### src/rtl/ccr_result_queue.sv
// Result queue behind the 32-bit adder: buffers {N,Z,C,V,sum} entries, commits NZCV to the CCR
// in order as entries leave, and evaluates the branch condition. Optional macro: STICKY_OVF_EN.
module ccr_result_queue #(
    parameter int DEPTH = 2,
    parameter int AW    = 1
) (
    input  logic          clk,
    input  logic          clr,
    input  logic [35:0]   in_bus,
    input  logic          in_valid,
    output logic          in_ready,
    input  logic          flags_we,
    output logic [31:0]   out_result,
    output logic          out_valid,
    input  logic          out_ready,
    output logic [3:0]    ccr,
    input  logic [1:0]    cond_sel,
    output logic          cond_met,
`ifdef STICKY_OVF_EN
    input  logic          sov_clr,
    output logic          sov,
`endif
    output logic [AW:0]   count
);

    localparam logic [AW:0] FULL_CNT = (AW + 1)'(DEPTH);

    logic [36:0]   mem_q [DEPTH];
    logic [AW-1:0] wr_ptr_q, wr_ptr_d;
    logic [AW-1:0] rd_ptr_q, rd_ptr_d;
    logic [AW:0]   count_q, count_d;
    logic [3:0]    ccr_q, ccr_d;
    logic [36:0]   head;
    logic          push, pop, commit;

    // Handshake: a transfer happens on a rising edge where valid & ready are both 1.
    // in_ready depends only on registered occupancy (and reset), never on out_ready,
    // so a full queue refuses a push even in a cycle where it also pops.
    assign in_ready  = clr && (count_q != FULL_CNT);
    assign out_valid = (count_q != '0);
    assign push      = in_valid && in_ready;
    assign pop       = out_valid && out_ready;

    assign head       = mem_q[rd_ptr_q];
    assign out_result = out_valid ? head[31:0] : 32'h0;
    assign commit     = pop && head[36];
    assign count      = count_q;
    assign ccr        = ccr_q;

    always_comb begin
        wr_ptr_d = wr_ptr_q;
        rd_ptr_d = rd_ptr_q;
        count_d  = count_q;
        ccr_d    = ccr_q;
        if (push) wr_ptr_d = wr_ptr_q + AW'(1);
        if (pop)  rd_ptr_d = rd_ptr_q + AW'(1);
        case ({push, pop})
            2'b10:   count_d = count_q + (AW + 1)'(1);
            2'b01:   count_d = count_q - (AW + 1)'(1);
            default: count_d = count_q;
        endcase
        if (commit) ccr_d = head[35:32];
    end

    always_ff @(posedge clk or negedge clr) begin
        if (!clr) begin
            wr_ptr_q <= '0;
            rd_ptr_q <= '0;
            count_q  <= '0;
            ccr_q    <= 4'b0000;
        end else begin
            wr_ptr_q <= wr_ptr_d;
            rd_ptr_q <= rd_ptr_d;
            count_q  <= count_d;
            ccr_q    <= ccr_d;
        end
    end

    // Storage needs no reset: out_result is masked while the queue is empty.
    always_ff @(posedge clk) begin
        if (push) mem_q[wr_ptr_q] <= {flags_we, in_bus};
    end

    always_comb begin
        cond_met = 1'b0;
        case (cond_sel)
            2'b00: cond_met = ccr_q[2];
            2'b01: cond_met = !ccr_q[2];
            2'b10: cond_met = !ccr_q[3];
            2'b11: cond_met = ccr_q[3];
            default: cond_met = 1'b0;
        endcase
    end

`ifdef STICKY_OVF_EN
    logic sov_q, sov_d;

    // A committing overflow beats a same-cycle clear.
    always_comb begin
        sov_d = sov_q;
        if (commit && head[32]) sov_d = 1'b1;
        else if (sov_clr)       sov_d = 1'b0;
    end

    always_ff @(posedge clk or negedge clr) begin
        if (!clr) sov_q <= 1'b0;
        else      sov_q <= sov_d;
    end

    assign sov = sov_q;
`endif

endmodule

### config.mk
export PLATFORM = sky130hd
export DESIGN_NAME = ccr_result_queue
export DESIGN_NICKNAME = d
export VERILOG_FILES = /design/src/rtl/ccr_result_queue.sv
export SDC_FILE = /design/constraint.sdc
export NUM_CORES = 1
export LEC_CHECK = 0
export ABC_AREA = 1
export CORE_ASPECT_RATIO = 1.5
export CORE_MARGIN = 2
export CORE_UTILIZATION = 48
export DETAILED_ROUTE_END_ITERATION = 7
export PLACE_DENSITY = 0.91
export RECOVER_POWER = 100
export SLEW_MARGIN = 20
export SYNTH_ARGS = -nofsm -noshare
export SYNTH_HDL_FRONTEND = slang
export SYNTH_SLANG_ARGS = --single-unit
### constraint.sdc
create_clock -name clk -period 3.3 [get_ports clk]
set_clock_uncertainty 0.05 [all_clocks]
set_input_delay 0.66 -clock clk [delete_from_list [all_inputs] [get_ports clk]]
set_output_delay 0.66 -clock clk [all_outputs]
set_load 0.02 [all_outputs]
# After elaboration in Yosys (flattened, before gate mapping)
# Memory sizes are Yosys's and may differ from the RTL's.
# Cells that the tools add are included.
[op_classes] n_addsub=4 n_mul=0 div=0 n_lt_le_gt_ge=0 n_eq_ne=6 n_shift=0 n_mux=5 bitwise_logic=0 n_reduce_logical=9
[op_table] operator="$mux W32" count=1
[op_table] operator="$eq A2 B2 Y1 const B" count=3
[op_table] operator="$eq A2 B1 Y1 const B" count=2
[op_table] operator="$logic_and A1 B1 Y1" count=4
[op_table] operator="$pmux W1 S4" count=1
[op_table] operator="$pmux W2 S2" count=1
[op_table] operator="$reduce_bool A2 Y1" count=2
[op_table] operator="$add A1 B1 Y1 const B" count=2
[op_table] operator="$add A2 B1 Y2 const B" count=1
[op_table] operator="$logic_not A1 Y1" count=2
[op_table] operator="$logic_not A2 Y1" count=1
[op_table] operator="$mux W1" count=2
[op_table] operator="$ne A2 B2 Y1 const B" count=1
[op_table] operator="$sub A2 B1 Y2 const B" count=1
[totals] ff_bits=8 latch_bits=0 mem_bits_rw=74 romBits=0 inputBits=43 word_cells=29 mem_count=1
[memory_table] name="mem_q" words=2 word_bits=37 read_ports=1 rd_ports_with_merged_regs=0 write_ports=1 line="28" text="logic [36:0] mem_q [DEPTH];"

# Depth between registers and ports, before layout
# Gate-level depths: netlist of the first run.
[depth] ltp_word=5 depth_mapped=9

# Worst setup path before layout of the first run
# OpenSTA, ideal clock, no wires.
[synth_timing] path_kind="register -> register" start="register count_q[0], in the netlist count[0]" end="memory mem_q[1][0] (enable)" setup_time_ps=431 t_arrival_ps=2416 required_time_ps=2819 path_slack_ps=403 path_stages_with_launch=5 period_less_slack_ps=2897 cell_sequence="dfrtp_1 -> inv_1 -> nand2_1 -> nand3_2 -> nor2_1"
[synth_via] elab_chain_len=5
[synth_lines] element="start, declared" line="31" text="logic [AW:0] count_q, count_d;"
[synth_lines] element="start signal, assigned" line="74" text="count_q <= count_d;"
[synth_lines] element="$ne A2 B2 Y1" line="39" text="assign in_ready = clr && (count_q != FULL_CNT);"
[synth_lines] element="$logic_and A1 B1 Y1" line="39"
[synth_lines] element="$logic_and A1 B1 Y1" line="41" text="assign push = in_valid && in_ready;"
[synth_lines] element="$mux W1" line="81" text="if (push) mem_q[wr_ptr_q] <= {flags_we, in_bus};"
[synth_lines] element="$mux W1 (implied by the code)" line="81"
[synth_lines] element="end, declared" line="28"
# Every way passes these cells.

# Worst setup path after layout of the first run
[layout_timing] start="register rd_ptr_q" end="output port out_result[5]"
[layout_via] elab_chain_len=2
[layout_lines] element="start, declared" line="30" text="logic [AW-1:0] rd_ptr_q, rd_ptr_d;"
[layout_lines] element="start signal, assigned" line="73" text="rd_ptr_q <= rd_ptr_d;"
[layout_lines] element="$mem_v2 Z2 W37"
[layout_lines] element="$mux W32" line="45" text="assign out_result = out_valid ? head[31:0] : 32'h0;"
[layout_lines] element="end, declared" line="13" text="output logic [31:0] out_result,"
# Every way passes these cells.

==> results of run 1 <==
==> cell families (layout without fill, tap and decap cells) <==
group / Yosys count / in the layout / share of synthesized area [%]
buffers and inverters: 21 / 117 / 3.631
adders and majority gates: 1 / 1 / 0.3904
DFF: 82 / 82 / 75.60
and+or+nand+nor: 113 / 113 / 14.45
AOI/OAI and AO/OA: 34 / 34 / 5.388
xor gates and xnor gates: 2 / 2 / 0.5468
==> cell usage after synthesis <==
master,count,area share [%]
xnor2_1,1,0.27
inv_1,10,1.2
dfrtp_1,8,6.2
nand4_1,2,0.39
nor2_4,2,0.70
or2_2,1,0.20
buf_4,7,1.6
buf_6,1,0.35
edfxtp_1,74,69
buf_2,3,0.47
nand3_2,1,0.31
xor2_1,1,0.27
nand2_1,99,12
o21ai_0,1,0.16
nand3_1,6,0.94
nand2_2,1,0.20
ha_1,1,0.39
nor2_1,1,0.12
a21oi_1,32,5.0
a21boi_0,1,0.23
==> layer usage <==
metal / global-route usage (%) / share of wire, % / up-vias
met2: 29.51 / 53 / 59
li1: - / - / 1056
met1: 20.69 / 40 / 985
met5: 0 / 0 / -
met4: 7.817 / 2.3 / 0
met3: 5.426 / 4.7 / 11
==> worst max-delay path, cell delays in order, from the launching register on <==
cell and delay (ns):
dfrtp_1 0.39, inv_1 0.35, buf_4 0.29, nand2_1 0.09, a21oi_1 0.16, dlygate4sd3_1 0.69
==> metrics by stage <==
step           hold slack [ns]  total power, uW  instance area, um2  utilization [%]  cells
2_1_floorplan           0.3144             2370                3204                -    253
3_3_place_gp            0.4042             3041                4119            63.50    409
3_5_place_dp            0.4089             3082                4119            63.50    409
4_1_cts                 0.4279             3664                4272            65.86    425
5_1_grt                 0.4524             3778                4250            65.53    425
6_report                0.4192             3546                4250            65.53    425
==> power by group through the flow <==
| stage | Clock, uW | Combinational (uW) | Sequential (uW) |
|---|---|---|---|
| 2_1_floorplan | 0 | 939 | 1430 |
| 5_1_grt | 644 | 1740 | 1390 |
| 4_1_cts | 596 | 1690 | 1370 |
| 3_3_place_gp | 0 | 1650 | 1390 |
| 3_5_place_dp | 0 | 1690 | 1400 |
| 6_report | 579 | 1590 | 1370 |
==> layout make-up <==
class	count	area, um2
flip-flops and latches	82	2422
fillers	512	2236
repair buffers	91	877.1
multi-input cells	150	665.6
clock buffers	11	131.4
well taps	76	95.09
inverters	10	37.54
clock inverters	5	21.27
==> cell usage in the layout (no fill, tap or decap), drive strengths merged <==
master / n
buf: 3
dfrtp: 8
clkdlybuf4s50: 23
a21boi: 1
inv: 10
edfxtp: 74
or2: 1
dlygate4sd3: 60
nand2: 100
nor2: 3
xor2: 1
xnor2: 1
o21ai: 1
clkbuf: 16
ha: 1
nand3: 7
nand4: 2
a21oi: 32
clkinv: 5
==> flip-flops by register name, indices dropped and copies added (netlist names) <==
register  count
mem_q        74
ccr           4
count         2
wr_ptr_q      1
rd_ptr_q      1
==> worst paths after layout <==
| kind | start | endpoint | slack (ns) | cells past startpoint |
|---|---|---|---|---|
| setup reg to reg | count[0] | mem_q[1][26] | 1.15 | 5 |
| max in group asynchronous | clr | ccr[2] | 2.09 | 2 |
| hold / removal | ccr[1] | ccr[1] | 0.42 | 2 |
| hold reg to reg | ccr[1] | ccr[1] | 0.42 | 2 |
| setup / recovery | rd_ptr_q | out_result[5] | 0.26 | 5 |
| min in group asynchronous | clr | ccr[3] | 0.77 | 2 |
==> reports/qor.yml, run 1 <==
die_y_um: 104.1
crit_path_start_kind: "flop"
period_needed_ns: 3.037
antenna_found_initial: 0
dpl.hpwl_um: 4058
p_leak_uw: 0.001634
finalMaxSlewViolations: 0
wl_per_cell_um: 14.13
synth.cell_area_um2: 3204
drtIter0Drc: 92
numCtsBuffers: 9
postRouteAntennaNets: 0
grt_usage_pct: 17.66
syn_area_per_cell_um2: 12.67
tritoncts: "done"
cts_setup_buffers: 0
clock_path_buffers: 2
p_per_area_nw_per_um2: 834.3
num_antenna_cells: 0
cp-end-kind: "primary output"
pwr-share-comb_pct: 44.9
path_class: "reg2out"
outcome: "complete, no violations"
firstDrtPassIters: 4
ys_warn_count: 0
grt_pass1_vias: 2029
drc_errors: 0
clk_pin_slew_ns: 0.07
yosysUniqueCellTypes: 20
drive_gt1_share_pct: 6.304
tns_ns: 0
fmax_mhz: 329.3
cts.htree.levels: 3
cts_root_buf: "clkbuf_8"
switching_share_pct: 37.95
maxCapViolations: 0
fp.dieArea_um2: 7358
final_nets: 388
overflow: 0
port_buffers: 83
power_frac_seq_pct: 38.7
start_util_pct: 49.40
tightest_slew_ns: 0.9680
clock-sinks: 82
worstPathRequired_ns: 2.59
area_growth_pct: 32.64
p_clk_share_pct: 16.3
p_switching_uw: 1346
hold_violations: 0
period_share_pct: 92.03
min-delay-path-class: "reg2reg"
gp_congestion: 0.7606
dp_slack_ns: 0.4247
viasPerCell: 4.967
ys_seq_area_share_pct: 75.60
synth_nets: 297
slew_headroom_pct: 35.47
ys_seq_elements: 82
grt_pass1_wl_um: 9818
die_w_um: 70.71
setup_viol: 0
hold_buffers: 0
rsz0062_at_grt: "false"
clk_latency_ns: 0.35
fp-row-count: 36
finalWirelength_um: 6006
internal_power_uw: 2200
pin_count: 84
cts_resized: 0
synthCells: 253
cp_data_arrival_time_ns: 2.33
grt_max_degree: 38
max-vdd-ir-drop_uv: 423.5
fin_ws_ns: 0.2631
coreArea_um2: 6486
vias: 2111
crit_fanout: 15
Power figures use the tool's default switching activity.
==> run 2: changes to the inputs <==
Settings changed: CAP_MARGIN set to 10.
==> results of run 2 <==
The final DEF is identical to that of run 1; final timing and power are the same.
